File: src/rtl/back_propagation_hidden_2_scheduler_pkg.sv
// Shared definitions for the hidden-2 back-propagation scheduler.
// State encoding and accumulator fan-in.
package back_propagation_hidden_2_scheduler_pkg;

    typedef enum logic [1:0] {
        IDLE  = 2'd0,
        ISSUE = 2'd1,
        DRAIN = 2'd2,
        DONE  = 2'd3
    } state_t;

    localparam int NUM_NODE = 3;

endpackage

File: src/rtl/back_propagation_hidden_2_scheduler_counter.sv
// Wrap counter with clear, enable and terminal-count flag.
// Counts 0..MAX-1 and wraps; tc is high while count == MAX-1.
module back_propagation_scheduler_counter #(
    parameter int WIDTH = 8,
    parameter int MAX   = 4
) (
    input  logic             clk,
    input  logic             rst,
    input  logic             clr,
    input  logic             en,
    output logic [WIDTH-1:0] count,
    output logic             tc
);

    assign tc = (count == WIDTH'(MAX - 1));

    // Clear has priority over counting; wrap at the terminal count.
    always_ff @(posedge clk) begin
        if (rst || clr) begin
            count <= '0;
        end else if (en) begin
            count <= tc ? '0 : count + WIDTH'(1);
        end
    end

endmodule

File: src/rtl/back_propagation_hidden_2_scheduler.sv
// Sequencer streaming delta/weight pairs into the hidden-2 node
// and collecting one accumulated error term per hidden-1 neuron.
module back_propagation_hidden_2_scheduler
    import back_propagation_hidden_2_scheduler_pkg::*;
#(
    parameter int DATA_WIDTH  = 32,
    parameter int NUM_OUT     = 64,
    parameter int ADDR_WIDTH  = 6,
    parameter int WADDR_WIDTH = 8
) (
    input  logic                   clk,
    input  logic                   rst,
    input  logic                   i_start,
    input  logic [DATA_WIDTH-1:0]  i_delta_0,
    input  logic [DATA_WIDTH-1:0]  i_delta_1,
    input  logic [DATA_WIDTH-1:0]  i_delta_2,
    output logic [WADDR_WIDTH-1:0] o_weight_addr,
    output logic                   o_weight_rd,
    input  logic [DATA_WIDTH-1:0]  i_weight_data,
    output logic                   o_node_valid,
    output logic [DATA_WIDTH-1:0]  o_node_delta,
    output logic [DATA_WIDTH-1:0]  o_node_weight,
    input  logic                   i_node_valid,
    input  logic [DATA_WIDTH-1:0]  i_node_data,
    output logic                   o_err_valid,
    output logic [DATA_WIDTH-1:0]  o_err_data,
    output logic [ADDR_WIDTH-1:0]  o_err_addr,
    output logic                   o_busy,
    output logic                   o_done,
    output logic                   o_spurious
);

    // rc must be able to hold NUM_OUT itself (run complete).
    localparam int RC_W = ADDR_WIDTH + 1;

    state_t                 state;
    logic [DATA_WIDTH-1:0]  d0;
    logic [DATA_WIDTH-1:0]  d1;
    logic [DATA_WIDTH-1:0]  d2;
    logic [WADDR_WIDTH-1:0] ic;
    logic                   ic_tc;
    logic [1:0]             k;
    logic                   k_tc;
    logic [1:0]             k_d;
    logic [RC_W-1:0]        rc;
    logic                   rc_tc;
    logic                   start_ok;
    logic                   collecting;
    logic                   accept;
    logic                   last_accept;

    assign start_ok    = (state == IDLE) && i_start;
    assign collecting  = (state == ISSUE) || (state == DRAIN);
    assign accept      = collecting && i_node_valid && !rc_tc;
    assign last_accept = accept && (rc == RC_W'(NUM_OUT - 1));

    assign o_weight_addr = ic;
    assign o_node_weight = i_weight_data;

    back_propagation_scheduler_counter #(
        .WIDTH (WADDR_WIDTH),
        .MAX   (NUM_NODE * NUM_OUT)
    ) u_ic (
        .clk   (clk),
        .rst   (rst),
        .clr   (start_ok),
        .en    (o_weight_rd),
        .count (ic),
        .tc    (ic_tc)
    );

    back_propagation_scheduler_counter #(
        .WIDTH (2),
        .MAX   (NUM_NODE)
    ) u_k (
        .clk   (clk),
        .rst   (rst),
        .clr   (start_ok),
        .en    (o_weight_rd),
        .count (k),
        .tc    (k_tc)
    );

    back_propagation_scheduler_counter #(
        .WIDTH (RC_W),
        .MAX   (NUM_OUT + 1)
    ) u_rc (
        .clk   (clk),
        .rst   (rst),
        .clr   (start_ok),
        .en    (accept),
        .count (rc),
        .tc    (rc_tc)
    );

    // Delta operand follows the read by one cycle, like the weight.
    always_comb begin
        unique case (k_d)
            2'd1:    o_node_delta = d1;
            2'd2:    o_node_delta = d2;
            default: o_node_delta = d0;
        endcase
    end

    // Control FSM with registered outputs and result capture.
    always_ff @(posedge clk) begin
        if (rst) begin
            state        <= IDLE;
            d0           <= '0;
            d1           <= '0;
            d2           <= '0;
            k_d          <= '0;
            o_weight_rd  <= 1'b0;
            o_node_valid <= 1'b0;
            o_err_valid  <= 1'b0;
            o_err_data   <= '0;
            o_err_addr   <= '0;
            o_busy       <= 1'b0;
            o_done       <= 1'b0;
            o_spurious   <= 1'b0;
        end else begin
            k_d          <= k;
            o_node_valid <= o_weight_rd;
            o_err_valid  <= accept;
            o_done       <= 1'b0;
            if (accept) begin
                o_err_data <= i_node_data;
                o_err_addr <= rc[ADDR_WIDTH-1:0];
            end
            if (i_node_valid && !accept) begin
                o_spurious <= 1'b1;
            end
            unique case (state)
                IDLE: begin
                    if (i_start) begin
                        state       <= ISSUE;
                        d0          <= i_delta_0;
                        d1          <= i_delta_1;
                        d2          <= i_delta_2;
                        o_weight_rd <= 1'b1;
                        o_busy      <= 1'b1;
                        o_spurious  <= 1'b0;
                    end
                end
                ISSUE: begin
                    if (last_accept) begin
                        state       <= DONE;
                        o_weight_rd <= 1'b0;
                        o_done      <= 1'b1;
                    end else if (ic_tc && k_tc) begin
                        state       <= DRAIN;
                        o_weight_rd <= 1'b0;
                    end
                end
                DRAIN: begin
                    if (last_accept) begin
                        state  <= DONE;
                        o_done <= 1'b1;
                    end
                end
                DONE: begin
                    state  <= IDLE;
                    o_busy <= 1'b0;
                end
            endcase
        end
    end

endmodule

File: config.mk
export PLATFORM = sky130hd
export DESIGN_NAME = back_propagation_hidden_2_scheduler
export DESIGN_NICKNAME = d
export VERILOG_FILES = /design/src/rtl/back_propagation_hidden_2_scheduler_pkg.sv /design/src/rtl/back_propagation_hidden_2_scheduler_counter.sv /design/src/rtl/back_propagation_hidden_2_scheduler.sv
export SDC_FILE = /design/constraint.sdc
export NUM_CORES = 1
export LEC_CHECK = 0
export CORE_ASPECT_RATIO = 0.75
export CORE_MARGIN = 2
export CORE_UTILIZATION = 42
export CTS_CLUSTER_DIAMETER = 120
export DETAILED_ROUTE_END_ITERATION = 7
export GPL_TIMING_DRIVEN = 1
export PLACE_DENSITY = 0.92
export SETUP_SLACK_MARGIN = 0.15
export SYNTH_ARGS = -nofsm -noshare
export SYNTH_HDL_FRONTEND = slang
export SYNTH_SLANG_ARGS = --single-unit
File: constraint.sdc
create_clock -name clk -period 2 [get_ports clk]
set_input_delay 0.3 -clock clk [delete_from_list [all_inputs] [get_ports clk]]
set_output_delay 0.3 -clock clk [all_outputs]
set_load 0.05 [all_outputs]
After elaboration in Yosys (flattened, before gate mapping):

Index checks and enable logic that the tools add are counted.

* eq/ne operators: 12
* muxes and demuxes: 18
* $add $sub $neg: 3
* reductions and logical operators: 19
* bitwise gates (word level): 1

Operator list (count)
* case mux 32 bit (2 select lines): 1
* two-way mux 2 bit: 5
* adder 8 x 1 -> 8 bit (second input constant): 1
* == test 2 bit (second input constant): 4
* == test 8 bit (second input constant): 1
* two-way mux 8 bit: 1
* case mux 2 bit (4 select lines): 1
* adder 7 x 1 -> 7 bit (second input constant): 1
* == test 7 x 6 -> 1 bit (second input constant): 1
* == test 7 bit (second input constant): 1
* two-way mux 1 bit: 7
* two-way mux 7 bit: 1
* logical AND 1 bit: 6
* AND reduction 3 bit: 2
* == test 2 x 1 -> 1 bit (second input constant): 2
* != test 2 bit (second input constant): 2
* case mux 1 bit (2 select lines): 2
* AND reduction 2 bit: 2
* nonzero test 2 bit: 2
* OR reduction 2 bit: 2
* != test 3 x 2 -> 1 bit (second input constant): 1
* adder 2 x 1 -> 2 bit (second input constant): 1
* logical NOT 1 bit: 2
* logical NOT 2 bit: 1
* other kinds (2): 3

* register bits after elaboration: 161
* output and inout bits: 116
* input bits: 164

Longest topological paths before layout:

Gate-level depths: netlist of run 1.

* depth after elaboration: 9
* depth in mapped cells: 9
* depth with buffers taken out: 6

By module:

From an unflattened synthesis of run 1, not the netlist that was laid out.

* cells, all modules: 877
* area total of the unflattened synthesis: 6732.7 um^2

Modules (own cells, without submodules)
* back_propagation_hidden_2_scheduler: cells each 781, area each 5875.6 um^2, instances 1
* back_propagation_scheduler_counter at u_ic: cells each 44, area each 384.1 um^2, instances 1
* back_propagation_scheduler_counter at u_rc: cells each 43, area each 377.9 um^2, instances 1
* back_propagation_scheduler_counter at u_k: cells each 9, area each 95.1 um^2, instances 1

Worst setup path before layout of run 1:

Ideal clock, no wire load.

* path type: flip-flop to output port
* start point: register k_d[0]
* end point: output o_node_delta[0]
* stages on the path, launching flop included: 6
* slack: -0.394 ns
* required time: 1.700 ns
* buffers on the path: 2
* arrival time: 2.094 ns
* cells stage by stage: dfxtp_1 inv_1 ha_1 clkbuf_1 clkbuf_1 o21ai_0

* word-level cells in the longest chain between the ends: 2

Ends and longest elaborated chain
* start: declaration: line back_propagation_hidden_2_scheduler.sv:44 `logic [1:0] k_d;`
* start signal: assignment: line back_propagation_hidden_2_scheduler.sv:122 `k_d <= k;`
* == test 2 bit / == test 2 x 1 -> 1 bit (equally long branches): line back_propagation_hidden_2_scheduler.sv:98 `unique case (k_d)`
* case mux 32 bit (2 select lines) (*): line back_propagation_hidden_2_scheduler.sv:98
* end: declaration: line back_propagation_hidden_2_scheduler.sv:21 `output logic [DATA_WIDTH-1:0] o_node_delta,`

Mark *: on every way between the ends. The rest lies on a longest branch, timed or not.

Final worst setup path of run 1:

* start point: register k_d[0]
* end point: output o_node_delta[17]

The elaborated chain is that of the path after synthesis.

==> results of run 1 <==
cell usage after synthesis (2+ instances only):
cell and instances:
a21oi_1 48, a22o_1 96, a22oi_1 33, and2_1 2, and3_1 2, buf_2 17, buf_4 35, clkbuf_1 28
dfxtp_1 161, ha_1 9, inv_1 8, mux2i_1 3, nand2_1 119, nand3_1 4, nand4_1 5, nor2_1 25
nor2b_1 3, nor3_1 2, o21ai_0 35, or3_1 2, xnor2_1 4, xor2_1 6
layout make-up:
class                           instances  share of cell area
Multi-Input combinational cell        412               0.313
Sequential cell                       161               0.312
Timing Repair Buffer                  250               0.292
Clock buffer                           19              0.0438
Tap cell                              200              0.0242
Clock inverter                         13              0.0123
Inverter                                8             0.00290
per-layer routing:
layer | vias to the layer above | track usage
met4 | 0 | 0.117
met1 | 2917 | 0.307
li1 | 2711 | -
met2 | 303 | 0.417
met3 | 50 | 0.101
met5 | - | 0
power groups by stage:
stage | clock network, uW | logic (uW) | registers [uW]
CTS | 3220 | 4420 | 4200
global route | 3390 | 5000 | 4310
detailed placement | 0 | 4030 | 4200
finish | 3200 | 4770 | 4250
floorplan | 0 | 2020 | 4690
global placement | 0 | 3960 | 4170
flip-flops by register name, summed over array words and instances, names as in the netlist, 2 cells and up:
register    count
d0             32
d1             32
d2             32
k_d             2
o_err_addr      6
o_err_data     32
state           2
u_ic.count      8
u_k.count       2
u_rc.count      7
per-stage QoR:
| stage | instances | utilization |
|---|---|---|
| after CTS | 1057 | 0.694 |
| final | 1063 | 0.713 |
| after global placement | 1010 | 0.601 |
| after detailed placement | 1010 | 0.601 |
| after floorplan | 663 | - |
| after global routing | 1063 | 0.713 |
critical path: cells and delay by family, from the launching register on:
family	cells	cell delay (ns)
AO/OA/AOI/OAI	1	0.07
adder cells (fa/ha/maj)	1	0.30
buffers and inverters	5	0.56
flip-flops	1	0.33
AND/OR/NAND/NOR	1	0.09
repair_timing:
item,4_1_cts,5_1_grt
pin swaps,21,19
resized for setup,176,28
hold buffers,0,0
hold endpoints to repair,0,0
endpoints found under the setup margin,104,78
gates cloned,7,4
buffers inserted,8,2
cells by family after synthesis:
logic type | after synthesis | synth area share
DFF | 161 | 0.517
and+or+nand+nor | 170 | 0.114
AOI/OAI and AO/OA | 220 | 0.253
buffers and inverters | 90 | 0.0788
muxes | 3 | 0.00481
xor gates and xnor gates | 10 | 0.0140
adders and majority gates | 9 | 0.0181
worst max path at each step:
stage,endpoint,startpoint,slack [ns],depth (start not counted)
floorplan,o_node_delta[11],k_d[0],-0.05,5
global placement,d0[29],i_start,0.24,5
detailed placement,o_err_data[19],u_rc.count[0],0.11,7
CTS,o_node_delta[20],k_d[0],-0.06,8
global route,o_node_delta[26],k_d[0],-0.14,8
finish,o_node_delta[17],k_d[0],-0.08,8
==> summary.txt, run 1 <==
Job
  • Max cap viols: 0

Worst setup path
  • CP Cell Sequence: inv_2, ha_4, buf_6, buf_12, buf_16, nand2_2, o21ai_4, buf_12
  • Kind of critical path: reg -> out
  • Worst path slowest cell: dfxtp_2
  • FF-to-FF path depth: 6
  • Max stage delay on crit path: 0.33 ns
  • Startpoint Class: flop
  • Critical Path AT: 1.78 ns
  • Critical Path Sink Type: primary output
  • Worst R2R Setup Slack: 0.26 ns
  • RR Startpoint: state[0]
  • Crit Path Max Fanout: 8
  • Worst R2R End: state[0]
  • CP required: 1.70 ns
  • Cell mode on critical path: buf_12

Cells and area
  • Layout cells sized above 1: 0.234
  • Area Growth Syn to Fin: 65.9%
  • Nets: 1,023
  • Multi-input logic area: 3240 sq um
  • Most frequent cells in the layout: 157 x dfxtp_1, 130 x clkdlybuf4s50_1, 96 x a22o_1, 95 x nand2_1, 48 x dlygate4sd2_1
  • Register area: 3230 sq um
  • Design Area, Final: 10,300 sq um
  • Antenna Cells: 0
  • Fillers: 958
  • Most common cell after layout, fill and taps aside: dfxtp_1

Global routing
  • First-pass GRT wire length: 30,800 um
  • Initial antenna violation count: 0
  • Vias in the first global route: 5,883
  • Largest net degree at the start of global routing: 62
  • Overall Global Routing Usage: 0.259
  • Total grt overflow: 0

Min path
  • Hold path cells: 2
  • Worst Hold Class: in -> reg
  • Worst min-delay path startpoint: rst
  • Hold path endpoint: k_d[0]

Die
  • Core Region: 14,500 sq um
  • Site row count: 38
  • Starting Density: 0.430
  • Die Width: 145 um
  • Die Area: 15,900 sq um
  • Overall die height: 110 um
  • IO Pins: 280

Status
  • Status: complete, but fails checks
  • Failing checks: setup timing

Drt
  • Routed Wire Length: 22,300 um
  • WL met3: 1960 um
  • Highest Signal Layer: met4
  • DR WL met2: 10,900 um
  • Met1 WL: 8770 um
  • Via count: 5,981
  • Initial DRT Pass Iterations: 5
  • DRC viols: 0
  • Iter 0 DRT Violations: 318
  • Final ANT Viol Nets: 0
  • WL per Instance: 21.0 um
  • Vias/cell: 5.63

Power and ir drop
  • Register share of total power: 0.348
  • P_int: 7650 uW
  • Total power: 12,200 uW
  • Static Leak: 0.00401 uW
  • Gate power share: 0.390
  • Net switching power: 4570 uW
  • Clk pwr share: 0.262
  • P per Cell Area: 1180 nW/um^2
  • Peak supply drop: 668 uV
  • Net Sw Frac: 0.374

Synthesis
  • Syn Std Cell Area: 6240 sq um
  • Seq/Total Area, Yosys: 0.517
  • Synth cell types: 38
  • Synth async-reset ratio: 0
  • Warnings from Yosys: 0
  • Area contributors post-synth: dfxtp_1 52%, a22o_1 13%, nand2_1 7.2%
  • Mean post-synth cell area: 9.41 sq um
  • Area leader, netlist: dfxtp_1
  • Post-synth EDFFs: 0
  • Post-synth top area share: 0.517
  • Top FF cell, synth: dfxtp_1
  • Mapped Cells: 663
  • Synthesized flop and latch total: 161
  • Post-Syn Nets: 836

CTS
  • Sink Count: 161
  • CTS tree: built
  • H-tree levels: 4
  • Clock Latency Late Sink: 0.42 ns
  • Reg clk slew, reported paths: 0.06 ns
  • CTS buffer count: 17
  • Clock root cell: clkbuf_16
  • Clock Tree Buf Depth: 2

Timing
  • # setup viols final: 32
  • Tmin final: 2.08 ns
  • Fin Setup TNS: -1.10 ns
  • Final hold violations: 0
  • RSZ-0062 raised after global routing: true
  • Hold slack final: 0.199 ns
  • Worst-margin pin slew: 0.586 ns
  • Fin crit share: 1.04
  • Setup ws final: -0.0800 ns
  • Highest Clock Rate: 0.481 GHz
  • Fin. max-slew vios: 0
  • Max Clock Skew: 0.00977 ns
  • Slew headroom: 0.605

Place
  • Post-Place Setup Slack: 0.106 ns
  • Routability cong.: 0.843
  • Port bufs: 215
  • Detailed Place HPWL: 11,900 um
  • DP Area: 8720 sq um
No activity file was read; power rests on OpenSTA's default activity.
==> inputs of run 2 (changes only) <==
- CORE_ASPECT_RATIO: 0.75 -> default
- REMOVE_ABC_BUFFERS: default -> 1
==> summary.txt, run 2 (synthesis gave the netlist of run 1 again) <==
Drt
  • Routed Wire Length: 20,600 um
  • WL per Instance: 19.9 um
  • Iter 0 DRT Violations: 416
  • Final ANT Viol Nets: 0
  • Initial DRT Pass Iterations: 5
  • DRC viols: 0
  • Via count: 5,752
  • Vias/cell: 5.55

Min path
  • Worst Hold Class: in -> reg
  • Hold path endpoint: o_busy
  • Hold path cells: 2
  • Worst min-delay path startpoint: rst

Place
  • Placed cell count: 995
  • Port bufs: 215
  • Detailed Place HPWL: 12,200 um
  • Routability cong.: 0.827

Timing
  • Setup ws final: -0.0734 ns
  • # setup viols final: 21
  • Worst-margin pin slew: 0.580 ns
  • RSZ-0062 raised after global routing: true
  • Hold slack final: 0.205 ns
  • Max Clock Skew: 0.00949 ns
  • Fin crit share: 1.04
  • Slew headroom: 0.609
  • Final hold violations: 0
  • Highest Clock Rate: 0.482 GHz
  • Fin. max-slew vios: 0
  • Tmin final: 2.07 ns

Die
  • Starting Density: 0.429
  • Overall die height: 126 um
  • IO Pins: 280
  • Die Area: 15,800 sq um
  • Die Width: 126 um
  • Core Region: 14,500 sq um
  • Site row count: 44

Power and ir drop
  • Static Leak: 0.00384 uW
  • Gate power share: 0.379
  • Register share of total power: 0.362
  • Net Sw Frac: 0.365
  • Total power: 11,600 uW
  • Net switching power: 4230 uW
  • Peak supply drop: 790 uV
  • Clk pwr share: 0.259
  • P per Cell Area: 1200 nW/um^2
  • P_int: 7360 uW

Worst setup path
  • Crit Path Max Fanout: 28
  • Critical Path Sink Type: primary output
  • RR Startpoint: state[0]
  • Startpoint Class: flop
  • FF-to-FF path depth: 6
  • Worst R2R End: state[1]
  • Kind of critical path: reg -> out
  • Critical Path AT: 1.77 ns
  • Worst R2R Setup Slack: 0.26 ns
  • CP required: 1.70 ns

CTS
  • CTS buffer count: 17
  • CTS tree: built
  • Clock Tree Buf Depth: 2
  • H-tree levels: 4
  • Hold Buf Count CTS: 0
  • Sink Count: 161
  • Clock root cell: clkbuf_16
  • Reg clk slew, reported paths: 0.06 ns
  • Clock Latency Late Sink: 0.43 ns

Global routing
  • GR peak layer: met2
  • Met1 Use GR: 0.296
  • Vias in the first global route: 5,717
  • First-pass GRT wire length: 30,800 um
  • Met2 usage: 0.396
  • Overall Global Routing Usage: 0.247
  • Initial antenna violation count: 1
  • M3 GR Usage: 0.105
  • Total grt overflow: 0
  • Largest net degree at the start of global routing: 69

Status
  • Status: complete, but fails checks
  • Failing checks: setup timing

Cells and area
  • Area Growth Syn to Fin: 55.0%
  • Antenna Cells: 0
  • Layout cells sized above 1: 0.176
  • Nets: 1,014
  • Most frequent cells in the layout: 156 x dfxtp_1, 130 x clkdlybuf4s50_1, 108 x nand2_1, 96 x a22o_1, 50 x dlygate4sd2_1
  • Fillers: 1,055
  • Final std cells w/o fill: 1,037
  • Most common cell after layout, fill and taps aside: dfxtp_1

Job
  • Max cap viols: 0
run 2: cell count changes in the layout (fill, tap and decap cells not counted), sizes merged:
cell	before	now
buf	67	58
inv	13	8
clkinv	2	4
dlygate4sd2	48	50
clkbuf	23	24
clkinvlp	5	4
run 2: critical path, stage by stage (launching register included):
cell and delay [ns]:
dfxtp_2 0.33, inv_2 0.04, ha_4 0.38, buf_16 0.25, nand2_1 0.10, o21ai_2 0.08
buf_12 0.16
run 2: power groups by stage:
stage | clock (uW) | sequential (uW) | combinational, uW
6_report | 3000 | 4190 | 4390
5_1_grt | 3190 | 4260 | 4630
4_1_cts | 3050 | 4160 | 4110
3_5_place_dp | 0 | 4200 | 4000
3_3_place_gp | 0 | 4170 | 3940
2_1_floorplan | 0 | 4700 | 1710
run 2: cell type report:
cell class / instances / area, sq um / share of cell area
Clock buffer: 22 / 444 / 0.0459
Multi-Input combinational cell: 412 / 2830 / 0.292
Clock inverter: 9 / 87.6 / 0.00906
Inverter: 8 / 30.0 / 0.00311
Tap cell: 184 / 230 / 0.0238
Sequential cell: 161 / 3230 / 0.334
Timing Repair Buffer: 241 / 2820 / 0.292
run 2: worst max-delay path by stage:
| stage | startpoint | to | slack, ns | cells after the start |
|---|---|---|---|---|
| finish | k_d[0] | o_node_delta[27] | -0.07 | 6 |
| global route | k_d[0] | o_node_delta[27] | -0.13 | 6 |
| CTS | k_d[0] | o_node_delta[21] | -0.06 | 6 |
| detailed placement | i_node_valid | o_err_data[23] | 0.13 | 6 |
| global placement | i_node_valid | u_rc.count[0] | 0.18 | 6 |
| floorplan | state[0] | u_ic.count[0] | -3.48 | 5 |
run 2: stage by stage:
step / utilization / cell area, sq um / TNS (ns) / worst slack [ns]
2_1_floorplan: - / 5780 / -317.43 / -3.48
4_1_cts: 0.651 / 9460 / -1.11 / -0.0619
5_1_grt: 0.665 / 9670 / -2.47 / -0.132
3_3_place_gp: 0.600 / 8710 / 0 / 0.180
3_5_place_dp: 0.600 / 8710 / 0 / 0.130
6_report: 0.665 / 9670 / -0.532 / -0.0734
run 2: repair_timing:
action                     4_1_cts  5_1_grt
setup endpoints to repair       97       70
pin swaps                        5        4
cloned                           4        2
resized for setup              126       31
buffers inserted                 2        3
run 2: metal layers:
metal	vias to the layer above	routed length (um)
li1	2687	-
met1	2734	8380
met2	287	9660
met3	42	2140
met4	2	393
met5	-	16
==> inputs of run 3 (changes only) <==
- CTS_CLUSTER_SIZE: default -> 12
==> results of run 3 <==
No change in the layout: final DEF, timing and power equal those of run 2.
